--- src/rtl/lp_dma_if.sv ---
// lp_dma_if: print-buffer read bus and downstream byte stream of the LP20 DMA.
interface lp_dma_if;
  logic        devREQO;
  logic        devACKI;
  logic [17:0] devADDRO;
  logic [35:0] lpDATAI;
  logic [7:0]  lpBYTE;
  logic        lpBYTEV;
  logic        lpBYTEA;
  modport master (output devREQO, devADDRO, lpBYTE, lpBYTEV, input devACKI, lpDATAI, lpBYTEA);
  modport slave  (input devREQO, devADDRO, lpBYTE, lpBYTEV, output devACKI, lpDATAI, lpBYTEA);
endinterface

--- src/rtl/lp_dma.sv ---
// lp_dma: LP20 byte-DMA sequencer, one byte per bus read, BAR/BCTR advance per byte.
module lp_dma #(
  parameter int TIMEOUT = 127
) (
  input  logic         clk,
  input  logic         rstN,
  input  logic         lpCMDGO,
  input  logic         lpABORT,
  input  logic         barLD,
  input  logic [17:0]  barIN,
  input  logic         bctrLD,
  input  logic [11:0]  bctrIN,
  lp_dma_if.master     bus,
  output logic [17:0]  regBAR,
  output logic [11:0]  regBCTR,
  output logic         lpBUSY,
  output logic         lpDONE,
  output logic         lpNXM
);
  localparam int TW = $clog2(TIMEOUT + 1);
  typedef enum logic [1:0] {IDLE, REQ, HOLD, FIN} state_t;
  state_t        state;
  logic [TW-1:0] tmo;
  logic [7:0]    lp_byte;
  logic [7:0]    lane;
  // Byte order within the 36-bit word follows the LP20 packing, not bit order.
  always_comb
    lane = regBAR[1] ? (regBAR[0] ? bus.lpDATAI[15:8]  : bus.lpDATAI[7:0])
                     : (regBAR[0] ? bus.lpDATAI[33:26] : bus.lpDATAI[25:18]);
  always_ff @(posedge clk or negedge rstN)
    if (!rstN) begin
      state   <= IDLE;
      regBAR  <= '0;
      regBCTR <= '0;
      lp_byte <= '0;
      tmo     <= '0;
      lpNXM   <= 1'b0;
    end else if (state != IDLE && lpABORT) begin
      state <= IDLE;
    end else begin
      case (state)
        IDLE: begin
          if (barLD) regBAR <= barIN;
          if (bctrLD) regBCTR <= bctrIN;
          if (lpCMDGO) begin
            lpNXM <= 1'b0;
            tmo   <= '0;
            state <= regBCTR != '0 ? REQ : FIN;
          end
        end
        REQ:
          if (bus.devACKI) begin
            lp_byte <= lane;
            regBAR  <= regBAR + 18'd1;
            regBCTR <= regBCTR + 12'd1;
            state   <= HOLD;
          end else if (tmo == TW'(TIMEOUT - 1)) begin
            lpNXM <= 1'b1;
            state <= FIN;
          end else begin
            tmo <= tmo + 1'b1;
          end
        HOLD:
          if (bus.lpBYTEA) begin
            tmo   <= '0;
            state <= regBCTR == '0 ? FIN : REQ;
          end
        FIN: state <= IDLE;
      endcase
    end
  assign bus.devREQO  = state == REQ;
  assign bus.lpBYTEV  = state == HOLD;
  assign bus.lpBYTE   = lp_byte;
  assign bus.devADDRO = {regBAR[17:2], 2'b00};
  assign lpBUSY       = state != IDLE;
  assign lpDONE       = state == FIN;
endmodule

--- src/flat_wrapper.sv ---
// flat-port wrapper written by rule: the top's interface ports become plain ports
module lp_dma_flat 
#(
  parameter int TIMEOUT = 127
)
  (clk, rstN, lpCMDGO, lpABORT, barLD, barIN, bctrLD, bctrIN, regBAR, regBCTR, lpBUSY, lpDONE, lpNXM, bus_devREQO, bus_devADDRO, bus_lpBYTE, bus_lpBYTEV, bus_devACKI, bus_lpDATAI, bus_lpBYTEA);
  lp_dma_if bus_i ();
  input  logic clk;
  input  logic rstN;
  input  logic lpCMDGO;
  input  logic lpABORT;
  input  logic barLD;
  input  logic [17:0] barIN;
  input  logic bctrLD;
  input  logic [11:0] bctrIN;
  output logic [17:0] regBAR;
  output logic [11:0] regBCTR;
  output logic lpBUSY;
  output logic lpDONE;
  output logic lpNXM;
  output wire logic [$bits(bus_i.devREQO)-1:0] bus_devREQO;
  output wire logic [$bits(bus_i.devADDRO)-1:0] bus_devADDRO;
  output wire logic [$bits(bus_i.lpBYTE)-1:0] bus_lpBYTE;
  output wire logic [$bits(bus_i.lpBYTEV)-1:0] bus_lpBYTEV;
  input wire logic [$bits(bus_i.devACKI)-1:0] bus_devACKI;
  input wire logic [$bits(bus_i.lpDATAI)-1:0] bus_lpDATAI;
  input wire logic [$bits(bus_i.lpBYTEA)-1:0] bus_lpBYTEA;
  assign bus_devREQO = bus_i.devREQO;
  assign bus_devADDRO = bus_i.devADDRO;
  assign bus_lpBYTE = bus_i.lpBYTE;
  assign bus_lpBYTEV = bus_i.lpBYTEV;
  assign bus_i.devACKI = bus_devACKI;
  assign bus_i.lpDATAI = bus_lpDATAI;
  assign bus_i.lpBYTEA = bus_lpBYTEA;
  lp_dma #(.TIMEOUT(TIMEOUT)) u_core (.clk(clk), .rstN(rstN), .lpCMDGO(lpCMDGO), .lpABORT(lpABORT), .barLD(barLD), .barIN(barIN), .bctrLD(bctrLD), .bctrIN(bctrIN), .bus(bus_i), .regBAR(regBAR), .regBCTR(regBCTR), .lpBUSY(lpBUSY), .lpDONE(lpDONE), .lpNXM(lpNXM));
endmodule
--- config.mk ---
export PLATFORM = sky130hd
export DESIGN_NAME = lp_dma_flat
export DESIGN_NICKNAME = d
export VERILOG_FILES = /design/src/rtl/lp_dma_if.sv /design/src/rtl/lp_dma.sv /design/src/flat_wrapper.sv
export SDC_FILE = /design/constraint.sdc
export NUM_CORES = 1
export LEC_CHECK = 0
export CORE_MARGIN = 3
export CORE_UTILIZATION = 40
export CTS_BUF_LIST = sky130_fd_sc_hd__clkbuf_4 sky130_fd_sc_hd__clkbuf_8 sky130_fd_sc_hd__clkbuf_16
export DETAILED_ROUTE_END_ITERATION = 16
export PLACE_DENSITY = 0.78
export RECOVER_POWER = 100
export SYNTH_ARGS = -nofsm -noshare
export SYNTH_HDL_FRONTEND = slang
export SYNTH_SLANG_ARGS = --single-unit
--- constraint.sdc ---
create_clock -name clk -period 2.2 [get_ports clk]
set_input_delay 0.66 -clock clk [delete_from_list [all_inputs] [get_ports clk]]
set_output_delay 0.66 -clock clk [all_outputs]
set_load 0.02 [all_outputs]
==> results of run 1 <==
## final cells by class
cell class                 instances  area [µm²]
sequential                        48        1210
inverter                          10        37.5
timing repair buffer             155        1460
multi-input combinational        251        1710
clock inverter                     2        35.0
tap                               99         124
fill                             661        2840
clock buffer                       6        76.3
## flip-flops by register name (all words and copies together) (netlist names)
signal and cells:
u_core.bus.lpBYTE 8, u_core.lpNXM 1, u_core.regBAR 18, u_core.regBCTR 12
u_core.state 2, u_core.tmo 7
## repair_timing
action                     in CTS  in global routing
setup endpoints to repair       3                  9
hold buffers                    0                  0
setup buffers                   0                  0
gates resized for setup         3                  6
## metrics by stage
stage	area, µm²	utilization [%]	power (mW)
floorplan	3190	-	3.55
global placement	4550	60.7	4.83
detailed placement	4550	60.7	4.91
CTS	4650	62.2	5.57
global route	4640	62.0	5.77
finish	4640	62.0	5.40
## critical path, cell delays in order
cell             delay, ns
clkdlybuf4s50_1       0.51
and4bb_2              0.35
nor3_1                0.05
buf_4                 0.16
or4_1                 0.50
a21oi_1               0.15
## cell usage in the layout, fill, tap and decap left out, types with 2 or more instances in the layout
cell type,synthesis,layout
clkdlybuf4s50_1,0,87
dfrtp_1,48,44
a21oi_1,36,36
dlygate4sd3_1,0,36
o21ai_0,30,30
nor2_1,25,24
nand3_1,21,21
buf_4,18,18
nand2_1,16,16
inv_1,9,9
nand4_1,9,9
and3_1,9,9
o22a_1,8,8
mux4_2,8,8
mux2_2,8,8
or3_1,6,6
nor4_1,6,6
a31oi_1,6,6
nor3_1,5,5
o31ai_1,5,5
ha_1,5,5
clkbuf_8,0,5
clkbuf_2,0,5
a311oi_1,4,4
dfrtp_2,0,4
and2_1,3,3
o22ai_1,3,3
clkbuf_4,0,3
clkbuf_1,10,3
dlygate4sd2_1,0,3
nand2b_1,2,2
o31a_1,2,2
o32ai_1,2,2
o21a_1,2,2
a41oi_1,2,2
a2bb2oi_1,2,2
mux2i_1,2,2
conb_1,1,2
## layer usage
metal,GRT usage (%),vias up
li1,-,1540
met1,28.4,1559
met2,34.6,122
met3,4.18,11
met4,4.81,0
met5,0,-
## worst paths after layout
| kind | start | end | slack (ns) | cells past startpoint |
|---|---|---|---|---|
| max in group asynchronous | rstN | u_core.regBAR[2] | 0.51 | 2 |
| hold / removal | u_core.bus.lpBYTE[4] | u_core.bus.lpBYTE[4] | 0.51 | 1 |
| hold reg to reg | u_core.bus.lpBYTE[4] | u_core.bus.lpBYTE[4] | 0.51 | 1 |
| min in group asynchronous | rstN | u_core.regBCTR[7] | 0.65 | 1 |
| setup reg to reg | u_core.regBAR[0] | u_core.regBAR[14] | 0.28 | 5 |
| setup / recovery | lpABORT | u_core.tmo[3] | 0.05 | 6 |
## cells by family (layout without fill, tap and decap cells)
| family | after synthesis | in the layout |
|---|---|---|
| adder cells (fa/ha/maj) | 5 | 5 |
| flip-flops | 48 | 48 |
| multiplexers | 18 | 18 |
| AND/OR/NAND/NOR | 115 | 115 |
| other | 1 | 2 |
| buffers and inverters | 51 | 173 |
| AO/OA/AOI/OAI | 111 | 111 |
## power groups by stage
stage                     Sequential (mW)  Clock (mW)  Combinational [mW]
after floorplan                      2.01           0                1.55
after global placement               1.71           0                3.13
after detailed placement             1.72           0                3.19
after CTS                            1.71       0.673                3.19
after global routing                 1.78       0.704                3.28
final                                1.70       0.653                3.05
==> metrics, run 1 <==
number of vias per cell=approximately 5.7; Place WS=-0.254 ns; Synth top cells by count=48 x dfrtp_1, 36 x a21oi_1, 30 x o21ai_0; Tot GR Track Use=21.0%; Iter 0 DRT Violations=between 100 and 150; P_sw=~2.4 mW; CTS Buf Count=5; Clock power frac=around an eighth; first-pass GRT wire length=about 15000 µm; largest cells by area after synthesis=dfrtp_1 38%, a21oi_1 5.7%, mux4_2 5.7%, o21ai_0 4.7%, buf_4 4.2%; global route overflow=0; crit path DAT=about 2.4 ns; RSZ-0062 raised after global routing=no; crit path launch type=input pin; Die Y=about 95 µm; CTS max path bufs=2; layout cells sized above 1=between 10% and 20%; post-synthesis xor/xnor area fraction=0%; warnings from Yosys=0; Total Neg Setup Slack=0 ns; die area=just over 9000 µm²; total wire length=around 9300 µm; placer congestion estimate=0.845; Synth top area share=approximately 38%; wl on met1=between 3000 and 4000 µm; Initial Utilization=~43%; fin cells=approximately 570; initial antenna violation count=0; post-route ant nets=0; CTS clk-pin slew, worst paths=0.09 ns; HP Class=reg2reg; Pwr per Cell Area=approximately 1200 nW/µm²; Post-synth ARST share=100%; fmax=about 0.47 GHz; Synth cell types=56; CTS tree=built; post-route minimum period=approximately 2.1 ns; DP Wirelength=between 7000 and 8000 µm; Worst Path Max Fanout=7; H-Tree Depth=2; switch share=43.9%; Worst Max-Slew Pin Slew=1.35 ns; worst setup margin=0.0524 ns; Residual DRC=0; Synth Area in Adders=1.97%; Most used DFF post-synth=dfrtp_1; Die X=roughly 95 µm; critical path type=in2reg; Final #Nets=550; Finish-stage setup viols=0; Placed Cells=between 500 and 600; Post-Synth Simple-Gate Area=a little over 20%; Synth Instances=~350; post-synth top area cell=dfrtp_1; Clock Sinks=48; Avg Inst Size Synth=a little over 9 µm²; DR WL/cell=roughly 16 µm; sequential cell fraction of total power=between 30% and 40%; Post-synth EDFFs=0; most numerous cell in the Yosys netlist=dfrtp_1; max_cap viols=0; status=complete, no violations; Rel. slew slack=9.72%; Worst Setup End Kind=flop; met3 WL=approximately 720 µm; Cell Area, Synth=3180 µm²; I/O pin cnt=around 140; PortBufs=approximately 130; Peak VDD IR=slightly above 700 µV; WP data required=around 2.4 ns; top sig layer=met4; FF+latch count, synth=48; post-synthesis mux area share=9.12%; final hold vios=0; via count=between 3000 and 4000; Slew Limit Fails=0; diode count=0; met2 WL post-DR=roughly 4600 µm; number of global-route vias before repair=just over 3000; Fin Hold WS=slightly above 0.5 ns; Final Cycle Share=between 90% and 100%; sequential area share after synthesis=~38%; largest net degree at the start of global routing=~50; combinational fraction of design power=between 50 and 60%; Int Pwr=3.03 mW; Root Buffer=clkbuf_8; latest clock arrival within the worst-skew pair=about 0.3 ns; first-pass iteration count of the detailed router=4; clock skew=0.00643 ns; Core Box Area=~7500 µm²; FP Rows=31; Synth Area in Compound Gates=a little over a fifth; largest family of logic cells by synthesized area=compound AO/OA/AOI/OAI gates; Static Leak=1.82 nW; Layout area overhead=45.8%
Power figures use the tool's default switching activity.
==> run 2, diff against run 1 <==
==> constraint.sdc (replaced) <==
create_clock -name clk -period 2.7 [get_ports clk]
set_input_delay 0.81 -clock clk [delete_from_list [all_inputs] [get_ports clk]]
set_output_delay 0.81 -clock clk [all_outputs]
set_load 0.02 [all_outputs]
==> metrics, run 2 (synthesized netlist as in run 1, its figures left out) <==
number of vias per cell=5.67 (about the same); Tot GR Track Use=20.1% (-0.85 points); post-route ant nets=0 (unchanged); max_cap viols=0 (unchanged); H-Tree Depth=2 (unchanged); PortBufs=128 (unchanged); P_sw=1.89 mW (-20%); final hold vios=0 (unchanged); post-route minimum period=between 2 and 3 ns; Residual DRC=0 (unchanged); commonest non-fill, non-tap cell in the layout=clkdlybuf4s50_1; GR peak layer=met2; met2 usage=33.8% (-0.82 points); Worst Path Max Fanout=13 (+6); global route overflow=0 (unchanged); max reg flops=18 (unchanged); Slew Limit Fails=0 (unchanged); stages on the worst setup path=3 (-3); hold path depth=1 (unchanged); first-pass GRT wire length=14700 µm (-3.2%); most frequent cells in the layout=68 x clkdlybuf4s50_1, 59 x dlygate4sd3_1, 47 x dfrtp_1; Pwr per Cell Area=926 nW/µm² (-20%); placer congestion estimate=0.824 (-2.4%); register area=1200 µm² (-0.31%); FP Rows=31 (unchanged); Setup crit start=u_core.state[0]; CTS tree=built; sequential cell fraction of total power=33.8% (+2.3 points); Root Buffer=clkbuf_8; Worst Path Buf+Inv=2 (unchanged); clock skew=0.00390 ns (-0.00253 ns); Total Neg Setup Slack=0 ns (unchanged); post-CTS setup buffers=0 (unchanged); Finish-stage setup viols=0 (unchanged); fin cells=556 (-2.6%); footprint of the multi-input gates=1700 µm² (-0.37%); Final Cycle Share=a little over nine tenths; initial antenna violation count=0 (unchanged); via count=3150 (-2.5%); crit path launch type=flop; crit path DAT=1.72 ns (-0.65 ns); met3 usage=3.00% (-1.2 points); Initial Utilization=42.5% (unchanged); RSZ-0062 raised after global routing=no; Clock power frac=10.1% (-2.0 points); die area=9060 µm² (unchanged); Iter 0 DRT Violations=131 (-9.7%); met1 usage=27.6% (-0.80 points); I/O pin cnt=135 (unchanged); worst reg-to-reg setup slack=0.73 ns (+0.45 ns); Core Box Area=7490 µm² (unchanged); critical path's top delay family=buffers and inverters; most flop-heavy register=u_core.regBAR; largest net degree at the start of global routing=49 (unchanged); CTS max path bufs=2 (unchanged); Max stage delay cell, worst path=dlygate4sd3_1; CTS Buf Count=5 (unchanged); number of global-route vias before repair=3112 (+0.32%); Clock Sinks=48 (unchanged); Worst Setup End Kind=output pin; FF-to-FF Start=u_core.regBAR[0]; Die Y=95.2 µm (unchanged); Final #Nets=536 (-2.5%); Static Leak=1.73 nW (-4.8%); critical path type=reg2out; Placed Cells=549 (-2.5%); combinational fraction of design power=56.2% (-0.2 points); Worst Max-Slew Pin Slew=1.25 ns (-0.102 ns); CTS clk-pin slew, worst paths=0.09 ns (about the same); Peak VDD IR=560 µV (-22%); DR WL/cell=16.0 µm (-1.9%); Worst R2R Path Depth=5 (unchanged); layout cells sized above 1=9.19% (-4.2 points); switch share=45.4% (+1.4 points); total wire length=8910 µm (-4.5%); FF-to-FF End=u_core.regBAR[14]; fmax=just under 0.4 GHz; first-pass iteration count of the detailed router=4 (unchanged); Setup crit end=bus_devREQO; Layout area overhead=41.4%; diode count=0 (unchanged); status=complete, no violations; latest clock arrival within the worst-skew pair=0.29 ns (about the same); HP Class=reg2reg; delay of the slowest critical-path stage=0.68 ns (+0.17 ns); Rel. slew slack=16.5% (+6.8 points); WP data required=1.89 ns (-0.54 ns); Die X=95.2 µm (unchanged); fillers=687 (+3.9%); CP cell instances=nand2b_1, inv_2, dlygate4sd3_1; DP Wirelength=6740 µm (-6.2%); Int Pwr=2.28 mW (-25%)
-- run 2: layout make-up --
| cell class | count | share of cell area (%) |
|---|---|---|
| sequential | 48 | 26.7 |
| timing repair buffer | 141 | 30.1 |
| tap | 99 | 2.75 |
| clock buffer | 6 | 1.70 |
| multi-input combinational | 251 | 37.8 |
| clock inverter | 1 | 0.111 |
| inverter | 10 | 0.834 |
-- run 2: metal layers --
layer,vias up,part of all wire (%)
met1,1520,44
li1,1520,-
met4,0,0.44
met5,-,0
met3,4,6.3
met2,106,50
-- run 2: worst min-delay path by stage --
stage | start | endpoint
CTS | rstN | u_core.tmo[2]
floorplan | rstN | u_core.bus.lpBYTE[0]
global placement | u_core.bus.lpBYTE[5] | u_core.bus.lpBYTE[5]
finish | u_core.bus.lpBYTE[5] | u_core.bus.lpBYTE[5]
global route | u_core.bus.lpBYTE[7] | u_core.bus.lpBYTE[7]
detailed placement | u_core.bus.lpBYTE[5] | u_core.bus.lpBYTE[5]
-- run 2: what timing repair did --
item,in CTS,in global routing
setup endpoints to repair,0,1
hold buffers,0,0
gates resized for setup,0,1
-- run 2: through the flow --
step           total power [mW]  hold slack, ns  cell area (µm²)  util, %  setup WS, ns
6_report                   4.17           0.506             4500     60.1         0.171
5_1_grt                    4.47           0.521             4500     60.1        0.0905
4_1_cts                    4.38           0.507             4530     60.6        0.0779
3_5_place_dp               3.94           0.495             4450     59.5        0.0714
3_3_place_gp               3.89           0.490             4450     59.5         0.118
2_1_floorplan              2.89           0.514             3190        -         0.659
-- run 2: power groups by stage --
stage / logic (mW) / registers, mW / clock network (mW)
after detailed placement: 2.51 / 1.43 / 0
after global routing: 2.54 / 1.47 / 0.464
after global placement: 2.48 / 1.41 / 0
after CTS: 2.52 / 1.42 / 0.439
final: 2.34 / 1.41 / 0.420
after floorplan: 1.26 / 1.63 / 0
==> run 3, diff against run 2 <==
--- a/config.mk
+++ b/config.mk
@@ -8,6 +8,7 @@
 export CORE_MARGIN = 3
 export CORE_UTILIZATION = 40
 export CTS_BUF_LIST = sky130_fd_sc_hd__clkbuf_4 sky130_fd_sc_hd__clkbuf_8 sky130_fd_sc_hd__clkbuf_16
+export CTS_CLUSTER_SIZE = 24
 export DETAILED_ROUTE_END_ITERATION = 16
 export PLACE_DENSITY = 0.78
 export RECOVER_POWER = 100
==> constraint.sdc (replaced) <==
create_clock -name clk -period 2.75 [get_ports clk]
set_input_delay 0.825 -clock clk [delete_from_list [all_inputs] [get_ports clk]]
set_output_delay 0.825 -clock clk [all_outputs]
set_load 0.02 [all_outputs]
==> metrics, run 3 (synthesized netlist as in run 1, its figures left out) <==
status=complete, no violations; FF-to-FF End=u_core.tmo[3]; top sig layer=met4; Worst R2R Path Depth=6 (+1); Static Leak=1.75 nW (+1.0%); post-CTS setup buffers=0 (unchanged); diode count=0 (unchanged); first-pass iteration count of the detailed router=4 (unchanged); worst setup margin=0.145 ns (-0.0263 ns); Iter 0 DRT Violations=140 (+6.9%); Worst Hold Path EP=u_core.bus.lpBYTE[4]; Max stage delay cell, worst path=dlygate4sd3_1; WP data required=1.93 ns (+0.04 ns); final hold vios=0 (unchanged); Final Cycle Share=between 90% and 100%; Slew Limit Fails=0 (unchanged); fin cells=558 (+0.36%); RSZ-0062 raised after global routing=no; hold path depth=1 (unchanged); met3 WL=693 µm (+23%); critical path's top delay family=buffers and inverters; HP Class=reg2reg; first-pass GRT wire length=14200 µm (-3.1%); Worst Max-Slew Pin Slew=1.24 ns (-0.0125 ns); largest net degree at the start of global routing=49 (unchanged); crit path launch type=flop; placer congestion estimate=0.847 (+2.8%); Tot GR Track Use=19.7% (-0.45 points); PostCTS Resize Cnt=0 (unchanged); layout cells sized above 1=9.37% (+0.18 points); Total Neg Setup Slack=0 ns (unchanged); total wire length=9050 µm (+1.5%); H-Tree Depth=2 (unchanged); Worst Path Buf+Inv=3 (+1); max_cap viols=0 (unchanged); CTS max path bufs=2 (unchanged); Core Box Area=7490 µm² (unchanged); Pwr per Cell Area=918 nW/µm² (-0.89%); global route overflow=0 (unchanged); DP Wirelength=6790 µm (+0.81%); wl on met1=3760 µm (-3.4%); fmax=about 0.38 GHz; fillers=651 (-5.2%); I/O pin cnt=135 (unchanged); CTS Buf Count=5 (unchanged); register area=1200 µm² (-0.10%); critical path type=reg2out; Rel. slew slack=17.3% (+0.83 points); DR WL/cell=16.2 µm (+1.1%); worst reg-to-reg setup slack=0.75 ns (+0.02 ns); CTS tree=built; most flop-heavy register=u_core.regBAR; number of global-route vias before repair=2990 (-3.9%); CTS clk-pin slew, worst paths=0.09 ns (about the same); most frequent cells in the layout=67 x clkdlybuf4s50_1, 60 x dlygate4sd3_1, 48 x dfrtp_1; Placed Cells=550 (+0.18%); Root Buffer=clkbuf_8; Layout area overhead=42.1%; Place WS=0.0737 ns (+0.00231 ns); Die X=95.2 µm (unchanged); via count=3181 (+0.98%); Worst Path Max Fanout=10 (-3); Die Y=95.2 µm (unchanged); Peak VDD IR=590 µV (+5.4%); Placement Cell Area=4460 µm² (+0.17%); FF-to-FF Start=u_core.state[0]; commonest non-fill, non-tap cell in the layout=clkdlybuf4s50_1; clock skew=0.0124 ns (+0.00846 ns); PortBufs=128 (unchanged); Worst Setup End Kind=output pin; crit path DAT=1.78 ns (+0.06 ns); post-route ant nets=0 (unchanged); hold_buf cts=0 (unchanged); FP Rows=31 (unchanged); Clock Sinks=48 (unchanged); CP cell instances=buf_4, nand2b_1, inv_2, dlygate4sd3_1; Final #Nets=537 (+0.19%); max reg flops=18 (unchanged); delay of the slowest critical-path stage=0.68 ns (about the same); latest clock arrival within the worst-skew pair=0.30 ns (about the same); Finish-stage setup viols=0 (unchanged); met2 WL post-DR=4530 µm (+2.4%); Initial Utilization=42.5% (unchanged); number of vias per cell=5.70 (+0.62%); Residual DRC=0 (unchanged); Hold Startpoint=u_core.bus.lpBYTE[4]; footprint of the multi-input gates=1700 µm² (unchanged); Final Core Density=60.4% (+0.27 points); post-route minimum period=2.60 ns; initial antenna violation count=0 (unchanged); fin area=4520 µm² (+0.44%); die area=9060 µm² (unchanged)
-- run 3: cell types whose count changed in the layout (fill, tap and decap cells not counted), sizes merged --
| cell | before | now |
|---|---|---|
| clkbuf | 12 | 15 |
| clkdlybuf4s50 | 68 | 67 |
| clkinv | 1 | 0 |
| dlygate4sd3 | 59 | 60 |
-- run 3: routing by layer --
metal	vias up	global-route usage, %
li1	1519	-
met2	124	33.5
met5	-	0
met3	6	3.95
met4	0	3.49
met1	1532	26.2
-- run 3: report_power, final --
part | internal [mW] | total, mW | switching [mW] | leakage [nW]
Sequential | 0.979 | 1.37 | 0.391 | 0.572
Combinational | 1.07 | 2.32 | 1.24 | 1.12
Clock | 0.226 | 0.464 | 0.239 | 0.0523
-- run 3: worst register-to-register path: cells and delay by family (launching register included) --
kind            cells  cell delay, ns
simple gates        3            0.92
flops               1            0.44
buf+inv             2            0.42
compound gates      1            0.15
-- run 3: worst max path at each step --
stage	start	endpoint	slack (ns)	depth (start not counted)
after floorplan	u_core.state[1]	bus_devREQO	0.69	6
after global placement	lpABORT	u_core.tmo[3]	0.15	6
after detailed placement	lpABORT	u_core.tmo[3]	0.07	6
after CTS	u_core.state[1]	bus_devREQO	0.19	4
after global routing	u_core.state[1]	bus_devREQO	0.07	4
final	u_core.state[1]	bus_devREQO	0.15	4
-- run 3: stage by stage --
stage	hold slack [ns]	power, mW
after floorplan	0.520	2.84
after global placement	0.491	3.82
after detailed placement	0.497	3.87
after CTS	0.516	4.35
after global routing	0.524	4.42
final	0.509	4.15
-- run 3: final cells by class --
type	count	area share, %
Multi-Input combinational cell	251	37.6
Timing Repair Buffer	142	30.1
Sequential cell	48	26.6
Tap cell	99	2.74
Clock buffer	8	2.16
Inverter	10	0.830
